<file path="src/rtl/uart_tx.sv">
// 8-bit UART transmitter. Serialises one byte per frame onto `tx`, LSB first:
// start bit, 8 data bits, optional parity bit, then 1 or 2 stop bits.
// Bit timing and frame format match the companion rx block so the two can be
// looped back.
//
// Handshake (valid/ready): a byte is transferred on every rising clock edge
// where tx_valid && tx_ready are both high. tx_ready depends only on the FSM
// state (high in IDLE), never on tx_valid. While tx_ready is low, tx_valid
// and tx_data are ignored and nothing is queued. The producer must hold
// tx_data stable with tx_valid until the transfer edge.
module uart_tx #(
  parameter int CLK_FREQ     = 50000000,
  parameter int BAUD         = 9600,
  parameter int CLKS_PER_BIT = CLK_FREQ / BAUD,
  parameter int PARITY       = 0,  // 0 = none, 1 = odd, 2 = even
  parameter int STOP_BITS    = 1   // 1 or 2
) (
  input  logic       clk,
  input  logic       rst,
  input  logic [7:0] tx_data,
  input  logic       tx_valid,
  output logic       tx_ready,
  output logic       tx,
  output logic       tx_busy,
  output logic [2:0] dbg_state
);

  localparam int CNT_W = (CLKS_PER_BIT > 1) ? $clog2(CLKS_PER_BIT) : 1;
  localparam logic [CNT_W-1:0] CNT_LAST = CNT_W'(CLKS_PER_BIT - 1);
  localparam logic [2:0]       STOP_LAST = 3'(STOP_BITS - 1);

  typedef enum logic [2:0] {
    S_IDLE   = 3'd0,
    S_START  = 3'd1,
    S_DATA   = 3'd2,
    S_PARITY = 3'd3,
    S_STOP   = 3'd4
  } state_t;

  state_t           state;
  logic [CNT_W-1:0] baud_cnt;
  logic [2:0]       bit_idx;   // data bit index in DATA, stop bit index in STOP
  logic [7:0]       shift;
  logic             par_bit;   // parity bit captured from tx_data at accept
  logic             bit_done;

  // The current bit has been held for its full CLKS_PER_BIT cycles.
  assign bit_done  = (baud_cnt == CNT_LAST);

  // Handshake and status derive from the state register only.
  assign tx_ready  = (state == S_IDLE);
  assign tx_busy   = (state != S_IDLE);
  assign dbg_state = state;

  // Frame FSM: tx is registered and updated together with the state so the
  // line level always matches the bit being sent, with no input-to-tx path.
  always_ff @(posedge clk) begin
    if (rst) begin
      state    <= S_IDLE;
      tx       <= 1'b1;
      baud_cnt <= '0;
      bit_idx  <= '0;
      shift    <= '0;
      par_bit  <= 1'b0;
    end else begin
      case (state)
        S_IDLE: begin
          tx       <= 1'b1;
          baud_cnt <= '0;
          bit_idx  <= '0;
          if (tx_valid) begin
            shift   <= tx_data;
            par_bit <= (PARITY == 1) ? ~^tx_data : ^tx_data;
            state   <= S_START;
            tx      <= 1'b0;
          end
        end

        S_START: begin
          if (bit_done) begin
            baud_cnt <= '0;
            bit_idx  <= '0;
            state    <= S_DATA;
            tx       <= shift[0];
          end else begin
            baud_cnt <= baud_cnt + 1'b1;
          end
        end

        S_DATA: begin
          if (bit_done) begin
            baud_cnt <= '0;
            shift    <= shift >> 1;
            if (bit_idx == 3'd7) begin
              bit_idx <= '0;
              if (PARITY != 0) begin
                state <= S_PARITY;
                tx    <= par_bit;
              end else begin
                state <= S_STOP;
                tx    <= 1'b1;
              end
            end else begin
              bit_idx <= bit_idx + 1'b1;
              // Next data bit is the one about to become shift[0].
              tx      <= shift[1];
            end
          end else begin
            baud_cnt <= baud_cnt + 1'b1;
          end
        end

        S_PARITY: begin
          if (bit_done) begin
            baud_cnt <= '0;
            bit_idx  <= '0;
            state    <= S_STOP;
            tx       <= 1'b1;
          end else begin
            baud_cnt <= baud_cnt + 1'b1;
          end
        end

        S_STOP: begin
          tx <= 1'b1;
          if (bit_done) begin
            baud_cnt <= '0;
            if (bit_idx == STOP_LAST) begin
              bit_idx <= '0;
              state   <= S_IDLE;
            end else begin
              bit_idx <= bit_idx + 1'b1;
            end
          end else begin
            baud_cnt <= baud_cnt + 1'b1;
          end
        end

        default: begin
          state    <= S_IDLE;
          tx       <= 1'b1;
          baud_cnt <= '0;
          bit_idx  <= '0;
        end
      endcase
    end
  end

endmodule
</file>
<file path="config.mk">
export PLATFORM = sky130hd
export DESIGN_NAME = uart_tx
export DESIGN_NICKNAME = d
export VERILOG_FILES = /design/src/rtl/uart_tx.sv
export SDC_FILE = /design/constraint.sdc
export NUM_CORES = 1
export LEC_CHECK = 0
export BUFFER_PORTS_ARGS = -buffer_cell sky130_fd_sc_hd__buf_2
export CELL_PAD_IN_SITES_DETAIL_PLACEMENT = 0
export CELL_PAD_IN_SITES_GLOBAL_PLACEMENT = 1
export CORE_UTILIZATION = 41
export CTS_BUF_LIST = sky130_fd_sc_hd__clkbuf_4
export DETAILED_ROUTE_END_ITERATION = 10
export PLACE_DENSITY = 0.75
export SYNTH_ARGS = -nofsm -noshare
export SYNTH_HDL_FRONTEND = slang
export SYNTH_SLANG_ARGS = --single-unit
</file>
<file path="constraint.sdc">
create_clock -name clk -period 1.83 [get_ports clk]
set_clock_uncertainty 0.2 [all_clocks]
set_input_delay 0.0915 -clock clk [delete_from_list [all_inputs] [get_ports clk]]
set_output_delay 0.0915 -clock clk [all_outputs]
set_load 0.005 [all_outputs]
</file>
==> flow_metrics.tcl, run 1 <==
set metrics [dict create \
    cts_tree "done" \
    maxSlewViolCount 0 \
    cts_root_buf "clkbuf_4" \
    htree_levels 1 \
    drive_gt1_frac 0.318 \
    grt_pass1_vias 1166 \
    coreArea_mm2 0.00336 \
    drt-initial-drc-count 67 \
    clock_sinks 28 \
    synth_nets 177 \
    yosysMostFrequentCell "dfxtp_1" \
    antenna_found_initial 0 \
    initial_utilization 0.435 \
    tightestPinTransition_ns 0.452 \
    fin_nets 215 \
    grt_max_degree 19 \
    routed_wl_um 3120 \
    ys_top_cells_by_area "dfxtp_1 38%, xnor2_1 5.4%, nor2_2 4.3%" \
    cts_buffer_depth 2 \
    critical_path_class "reg2reg" \
    crit_fanout 4 \
    firstDrtPassIters 4 \
    setup_slack_ns 0.0134 \
    final_area_mm2 0.00184 \
    ys_seq_area_frac 0.384 \
    wire_per_inst_um 12.8 \
    ys_async_sr_fraction 0 \
    dpl.cell_count 229 \
    grt_overflow 0 \
    power_density_mw_per_mm2 640 \
    dp_slack_ns -0.00230 \
    path_cells "ha_1 > ha_1 > o22ai_2 > or4b_1 > a21oi_1" \
    grtUsageMet2 0.326 \
    antenna_cells 0 \
    fin_crit_ns 1.82 \
    die_y_um 61.7 \
    place.port_buffers 16 \
    synth_common_cells "28 x dfxtp_1, 16 x nand2_1, 10 x nor2_2" \
    fillers 342 \
    critical_path.most_common_cell "ha_1" \
    use_met3 0.0393 \
    yosysTopAreaCell "dfxtp_1" \
    leakage_uw 0.000632 \
    slowest_delay_ns 0.46 \
    vias 1278 \
    whs_ns 0.272 \
    rsz0062_at_grt "true" \
    ys_types 43 \
    synth.top_cell.area_share 0.384 \
    path_clk_slew_ns 0.15 \
    fmaxAchievable_mhz 550 \
    use_met1 0.199 \
    drv_cap 0 \
    area_growth_pct 26.0 \
    ys_ff_latch 28 \
    cp-start-kind "flip-flop" \
    crit_required_ns 1.91 \
    grt_first_pass_wirelength_um 4890 \
    endpoint_kind "flip-flop" \
    status "finished, final reports clean" \
    place_congestion 0.803 \
    numCtsBuffers 3 \
    finalNonFillerCells 244 \
    dpl-instance-area_mm2 0.00166 \
    synthCells 162 \
    vias_per_cell 5.24 \
    clkLatencyLatePin_ns 0.33 \
    drc 0 \
    critPathArrivalTime_ns 1.90 \
    min_period_over_period 0.993 \
    die_w_um 61.7 \
    irDropWorstVdd_mv 0.502 \
    setup_viol 0 \
    ys.flop_type "dfxtp_1" \
    top_usage_layer "met2" \
    dieArea_mm2 0.00381 \
    hp-class "reg2reg" \
    track_usage 0.175 \
    utilization 0.548 \
    ant_nets 0 \
    io_pins 17 \
    hold_violations 0 \
    placementRows 21 \
    synth-edff-count 0 \
    yosysWarnings 0 \
    timing.slew.headroom 0.697 \
    synth.cell_area_mm2 0.00146 \
    dp_hpwl_um 2160 \
    critPathSlowestCell "or4b_1" \
    syn_area_per_cell_um2 9.02 \
]
==> final cells by class <==
cell class	instances	area (um2)	share of cell area
Timing Repair Buffer	39	278	0.151
Inverter	9	33.8	0.0183
Sequential cell	28	567	0.308
Clock buffer	3	22.5	0.0122
Multi-Input combinational cell	119	883	0.480
Tap cell	46	57.6	0.0312
==> registers in the layout, indices dropped and copies added (netlist names) <==
name and flops:
dbg_state 3, shift 8, tx 1, bit_idx 3, baud_cnt 13
==> per-layer routing <==
metal,wire length [um],up-vias
met5,0,-
li1,-,657
met2,1580,16
met1,1390,600
met3,103,5
met4,38,0
==> per-stage QoR <==
| stage | setup TNS [ns] | power, uW |
|---|---|---|
| final | 0 | 1180 |
| after global routing | -0.0597 | 1240 |
| after CTS | -0.000812 | 1190 |
| after detailed placement | -0.00230 | 898 |
| after global placement | 0 | 894 |
| after floorplan | 0 | 822 |
==> what timing repair did <==
item,in CTS,in global routing
hold buffers,10,0
setup buffers,1,0
endpoints found under the hold margin,13,0
gates resized for setup,6,7
endpoints found under the setup margin,11,13
pin swaps,5,3
gates cloned,1,0
==> cell usage in the layout, fill, tap and decap left out, drive strengths merged, types with 2 or more instances in the layout <==
| cell | count |
|---|---|
| dfxtp | 28 |
| nor3 | 3 |
| nand2 | 16 |
| dlygate4sd3 | 10 |
| ha | 4 |
| o21ai | 9 |
| xnor2 | 9 |
| nor2 | 19 |
| a21oi | 7 |
| buf | 29 |
| inv | 8 |
| nand2b | 5 |
| or4b | 2 |
| and4 | 2 |
| mux2i | 3 |
| nor4 | 5 |
| nand3 | 6 |
| a32oi | 7 |
| xor2 | 2 |
| clkbuf | 3 |
| or4 | 3 |
| nand4 | 4 |
==> cell families (layout without fill, tap and decap cells) <==
group / after synthesis / after routing / synth area share
and+or+nand+nor: 71 / 72 / 0.303
AOI/OAI and AO/OA: 29 / 29 / 0.145
DFF: 28 / 28 / 0.384
buffers and inverters: 16 / 51 / 0.0479
xor gates and xnor gates: 11 / 11 / 0.0659
adders and majority gates: 4 / 4 / 0.0342
muxes: 3 / 3 / 0.0205
==> critical path: cells and delay by family (launching register included) <==
kind | cells | cell delay (ns)
flops | 1 | 0.36
compound gates | 2 | 0.34
fa+ha+maj | 2 | 0.41
simple gates | 1 | 0.46
==> worst paths after layout <==
| check | slack [ns] | cells past startpoint | to | from |
|---|---|---|---|---|
| max | 0.01 | 5 | bit_idx[0] | bit_idx[0] |
| min reg2reg | 0.27 | 2 | shift[3] | shift[3] |
| min | 0.27 | 2 | shift[3] | shift[3] |
| max reg2reg | 0.01 | 5 | bit_idx[0] | bit_idx[0] |
==> power by group <==
group / switching (uW) / internal [uW]
logic: 121 / 130
clock network: 180 / 77.5
registers: 29.4 / 642
total: 330 / 849
Power figures use the tool's default switching activity.
==> run 2, diff against run 1 <==
- GPL_TIMING_DRIVEN: unset -> 0
- SETUP_SLACK_MARGIN: unset -> 0.2
==> flow_metrics.tcl, run 2 (synthesis gave the netlist of run 1 again) <==
set metrics [dict create \
    status "complete, but fails checks" \
    violations "setup timing" \
    whs_ns 0.102 \
    grt_overflow 0 \
    die_w_um 61.7 \
    largest_register_ffs 13 \
    antenna_cells 0 \
    timing.slew.headroom 0.694 \
    hold_violations 0 \
    grt_first_pass_wirelength_um 5610 \
    final_common_cell "dfxtp_1" \
    r2r-end "bit_idx[0]" \
    setup_viol 12 \
    fin_tns_setup_ns -0.128 \
    ant_nets 0 \
    drv_cap 0 \
    power_density_mw_per_mm2 666 \
    htree_levels 1 \
    min_to "dbg_state[1]" \
    routed_wl_um 3610 \
    reg_top3 "baud_cnt (13), shift (8)" \
    place.port_buffers 15 \
    crit_fanout 5 \
    drt-initial-drc-count 92 \
    area_growth_pct 42.8 \
    dieArea_mm2 0.00381 \
    r2r-start "baud_cnt[5]" \
    die_y_um 61.7 \
    clock_sinks 28 \
    grt_max_degree 17 \
    cts_buffer_depth 2 \
    worstHoldStart "rst" \
    cts_root_buf "clkbuf_4" \
    fmaxAchievable_mhz 538 \
    critical_path_class "reg2reg" \
    slowest_delay_ns 0.51 \
    firstDrtPassIters 4 \
    fin_crit_ns 1.86 \
    min_period_over_period 1.02 \
    dp_hpwl_um 2170 \
    hp-class "in2reg" \
    placementRows 21 \
    path_clk_slew_ns 0.15 \
    track_usage 0.201 \
    clkLatencyLatePin_ns 0.33 \
    path_cells "nor4bb_4 > a311oi_4 > or4b_1 > a21oi_2" \
    leakage_uw 0.000710 \
    numCtsBuffers 3 \
    grt_pass1_vias 1240 \
    fin_nets 222 \
    critPathArrivalTime_ns 1.94 \
    layout_common_cells "17 x dfxtp_1, 16 x nand2_1, 15 x buf_2" \
    rsz0062_at_grt "true" \
    vias_per_cell 5.23 \
    cts_tree "done" \
    maxSlewViolCount 0 \
    io_pins 17 \
    antenna_found_initial 0 \
    irDropWorstVdd_mv 0.296 \
    crit_required_ns 1.91 \
    worstRegToRegCells 4 \
    critPathSlowestCell "or4b_1" \
    drc 0 \
    ff2ff_setup_slack_ns -0.03 \
    cp-start-kind "flip-flop" \
    drive_gt1_frac 0.383 \
    tightestPinTransition_ns 0.459 \
    setup_slack_ns -0.0276 \
    initial_utilization 0.435 \
    wire_per_inst_um 14.3 \
    place_congestion 0.769 \
    endpoint_kind "flip-flop" \
    vias 1318 \
    min_path_cells 3 \
    top_register "baud_cnt" \
    coreArea_mm2 0.00336 \
]
## run 2: what timing repair did
| item | CTS | global route |
|---|---|---|
| gates resized for setup | 33 | 15 |
| pin swaps | 8 | 6 |
| gates cloned | 1 | 0 |
| buffers inserted | 14 | 0 |
| endpoints found under the setup margin | 30 | 30 |
| hold buffers | 10 | 0 |
| endpoints found under the hold margin | 12 | 0 |
## run 2: metal layers
metal | share of wire | wire length (um) | track usage | vias to the layer above
met3 | 0.029 | 104 | 0.0331 | 12
met4 | 0.026 | 95 | 0.102 | 0
li1 | - | - | - | 669
met1 | 0.43 | 1550 | 0.242 | 613
met5 | 0 | 0 | 0 | -
met2 | 0.52 | 1870 | 0.347 | 24
## run 2: how the worst max path moves through the flow
| stage | startpoint | end | cells after the start | slack, ns |
|---|---|---|---|---|
| detailed placement | dbg_state[0] | shift[1] | 5 | -0.08 |
| global placement | baud_cnt[3] | bit_idx[0] | 4 | -0.05 |
| finish | baud_cnt[5] | bit_idx[0] | 4 | -0.03 |
| floorplan | baud_cnt[3] | bit_idx[0] | 4 | 0.07 |
| global route | baud_cnt[5] | bit_idx[0] | 4 | -0.11 |
| CTS | baud_cnt[0] | baud_cnt[12] | 6 | -0.02 |
## run 2: metrics by stage
stage                     total power, uW  worst slack (ns)  utilization  cells  instance area (um2)
after floorplan                       833            0.0713            -    162                 1510
after global placement                890           -0.0503        0.488    223                 1640
after detailed placement              896           -0.0829        0.488    223                 1640
after CTS                            1380           -0.0183        0.603    252                 2030
after global routing                 1450            -0.105        0.621    252                 2090
final                                1390           -0.0276        0.621    252                 2090
## run 2: area by class of cell
class                   count  area (um2)
well taps                  46        57.6
fillers                   313        1280
multi-input cells         118         962
inverters                   9        33.8
flip-flops and latches     28         589
repair buffers             40         319
clock buffers               3        22.5
plain buffers               7        72.6
clock inverters             1        30.0
## run 2: where the power goes
group	leakage, uW	internal (uW)	switching [uW]
combinational	0.000448	163	158
clock	0.0000279	222	185
sequential	0.000235	636	25.1
## run 2: worst max-delay path: cells and delay by family, from the launching register on
family / cells / cell delay [ns]
AND/OR/NAND/NOR: 2 / 0.92
AO/OA/AOI/OAI: 2 / 0.31
flip-flops: 1 / 0.38
==> run 3, diff against run 2 <==
- ABC_AREA: unset -> 1
- CORE_UTILIZATION: 41 -> 39
- PLACE_DENSITY: 0.75 -> 0.76
==> flow_metrics.tcl, run 3 <==
set metrics [dict create \
    dieArea_mm2 0.00429 \
    cp-start-kind "flip-flop" \
    grt_overflow 0 \
    firstDrtPassIters 4 \
    setup_viol 0 \
    rsz0062_at_grt "true" \
    power_density_mw_per_mm2 1260 \
    clkLatencyLatePin_ns 0.33 \
    antenna_found_initial 0 \
    path_clk_slew_ns 0.16 \
    min_period_over_period 0.876 \
    htree_levels 1 \
    cts_buffer_depth 2 \
    synth.top_cell.area_share 0.356 \
    hp-class "in2reg" \
    maxSlewViolCount 0 \
    die_y_um 65.5 \
    min_path_cells 3 \
    whs_ns 0.259 \
    ys_top_cells_by_area "dfxtp_1 36%, nand2_1 13%, nor2_1 7.2%" \
    tightestPinTransition_ns 0.516 \
    worstRegToRegCells 10 \
    syn_area_per_cell_um2 6.81 \
    routed_wl_um 3500 \
    irDropWorstVdd_mv 0.572 \
    area_growth_pct 40.3 \
    yosysMostFrequentCell "nand2_1" \
    grt_first_pass_wirelength_um 5910 \
    dpl.cell_count 295 \
    finalNonFillerCells 323 \
    ys_seq_area_frac 0.356 \
    dp_hpwl_um 2380 \
    fin_nets 291 \
    drive_gt1_frac 0.360 \
    grt_max_degree 17 \
    io_pins 17 \
    layout_common_cells "51 x nand2_1, 28 x inv_1, 24 x nor2_1" \
    reg_top3 "baud_cnt (13), shift (8)" \
    track_usage 0.179 \
    synth.cell_area_mm2 0.00157 \
    yosysTopAreaCell "dfxtp_1" \
    ff2ff_setup_slack_ns 0.23 \
    r2r-end "baud_cnt[11]" \
    synth_common_cells "55 x nand2_1, 30 x nor2_1, 28 x dfxtp_1, 28 x inv_1, 19 x nand3_1" \
    drc 0 \
    grt_pass1_vias 1321 \
    antenna_cells 0 \
    cts_root_buf "clkbuf_4" \
    r2r-start "baud_cnt[1]" \
    ys_ff_latch 28 \
    die_w_um 65.5 \
    top_register "baud_cnt" \
    wire_per_inst_um 10.8 \
    min_to "dbg_state[0]" \
    worstHoldStart "rst" \
    register_area_um2 583 \
    coreArea_mm2 0.00377 \
    fin_tns_setup_ns 0 \
    numCtsBuffers 3 \
    place.port_buffers 16 \
    vias_per_cell 4.61 \
    fin_crit_ns 1.60 \
    hold_violations 0 \
    ys_types 25 \
    largest_register_ffs 13 \
    crit_required_ns 1.88 \
    leakage_uw 0.000926 \
    critical_path_class "reg2reg" \
    endpoint_kind "flip-flop" \
    synth-edff-count 0 \
    crit_fanout 5 \
    vias 1489 \
    placementRows 22 \
    cts_tree "done" \
    clock_sinks 28 \
    ant_nets 0 \
    synth_nets 246 \
    final_common_cell "nand2_1" \
    yosysWarnings 0 \
    power_uw 2790 \
    ys.flop_type "dfxtp_1" \
    fmaxAchievable_mhz 624 \
    timing.slew.headroom 0.656 \
    drt-initial-drc-count 64 \
    place_congestion 0.772 \
    multiInputGateArea_mm2 0.00101 \
    status "finished, final reports clean" \
    drv_cap 0 \
    fillers 359 \
    initial_utilization 0.417 \
    synthCells 231 \
    critPathArrivalTime_ns 1.65 \
    ys_async_sr_fraction 0 \
]
[run 3: area by class of cell]
type                       instances  area share
inverter                          35      0.0606
sequential                        28       0.264
clock inverter                     1      0.0136
multi-input combinational        165       0.458
tap                               48      0.0272
clock buffer                       3      0.0102
timing repair buffer              40       0.151
buffer                             3      0.0159
[run 3: how the worst max path moves through the flow]
stage,from,to,slack [ns],cells past startpoint
finish,baud_cnt[1],baud_cnt[11],0.23,10
global route,baud_cnt[1],dbg_state[2],0.14,10
CTS,baud_cnt[0],baud_cnt[5],0.18,9
detailed placement,baud_cnt[0],baud_cnt[11],0.1,9
global placement,baud_cnt[0],baud_cnt[11],0.09,9
floorplan,baud_cnt[0],baud_cnt[11],0.27,9
[run 3: routing by layer]
| layer | global-route usage | share of wire |
|---|---|---|
| met1 | 0.249 | 0.51 |
| met2 | 0.277 | 0.46 |
| met3 | 0.0260 | 0.018 |
| met4 | 0.0652 | 0.0094 |
| met5 | 0 | 0 |
[run 3: report_power, final]
group / switching (uW) / internal (uW) / leakage (uW)
logic: 811 / 707 / 0.000663
clock network: 192 / 221 / 0.0000279
registers: 113 / 745 / 0.000235
[run 3: worst max-delay path, cell delays in order (launching register included)]
cell,delay [ns]
dfxtp_2,0.39
ha_4,0.16
nand2_4,0.06
nor2_4,0.12
nand3_4,0.10
nand2_4,0.09
inv_4,0.04
nand2_4,0.10
buf_12,0.12
buf_12,0.11
nor2_4,0.04
[run 3: what timing repair did]
item | CTS | global route
hold buffers | 10 | 0
pin swaps | 3 | 11
endpoints found under the hold margin | 12 | 0
cloned | 1 | 0
setup endpoints to repair | 21 | 26
gates resized for setup | 9 | 50
setup buffers | 8 | 5
[run 3: cells by family after synthesis]
| kind of cell | Yosys count | share of synthesized area |
|---|---|---|
| AOI/OAI and AO/OA | 25 | 0.0930 |
| xor gates and xnor gates | 3 | 0.0167 |
| adders and majority gates | 4 | 0.0318 |
| buffers and inverters | 38 | 0.106 |
| DFF | 28 | 0.356 |
| and+or+nand+nor | 133 | 0.397 |
[run 3: stage by stage]
| stage | instance area (um2) | worst slack, ns | util |
|---|---|---|---|
| 6_report | 2210 | 0.227 | 0.586 |
| 5_1_grt | 2210 | 0.145 | 0.586 |
| 4_1_cts | 2000 | 0.180 | 0.530 |
| 3_5_place_dp | 1710 | 0.0967 | 0.455 |
| 3_3_place_gp | 1710 | 0.0901 | 0.455 |
| 2_1_floorplan | 1570 | 0.271 | - |
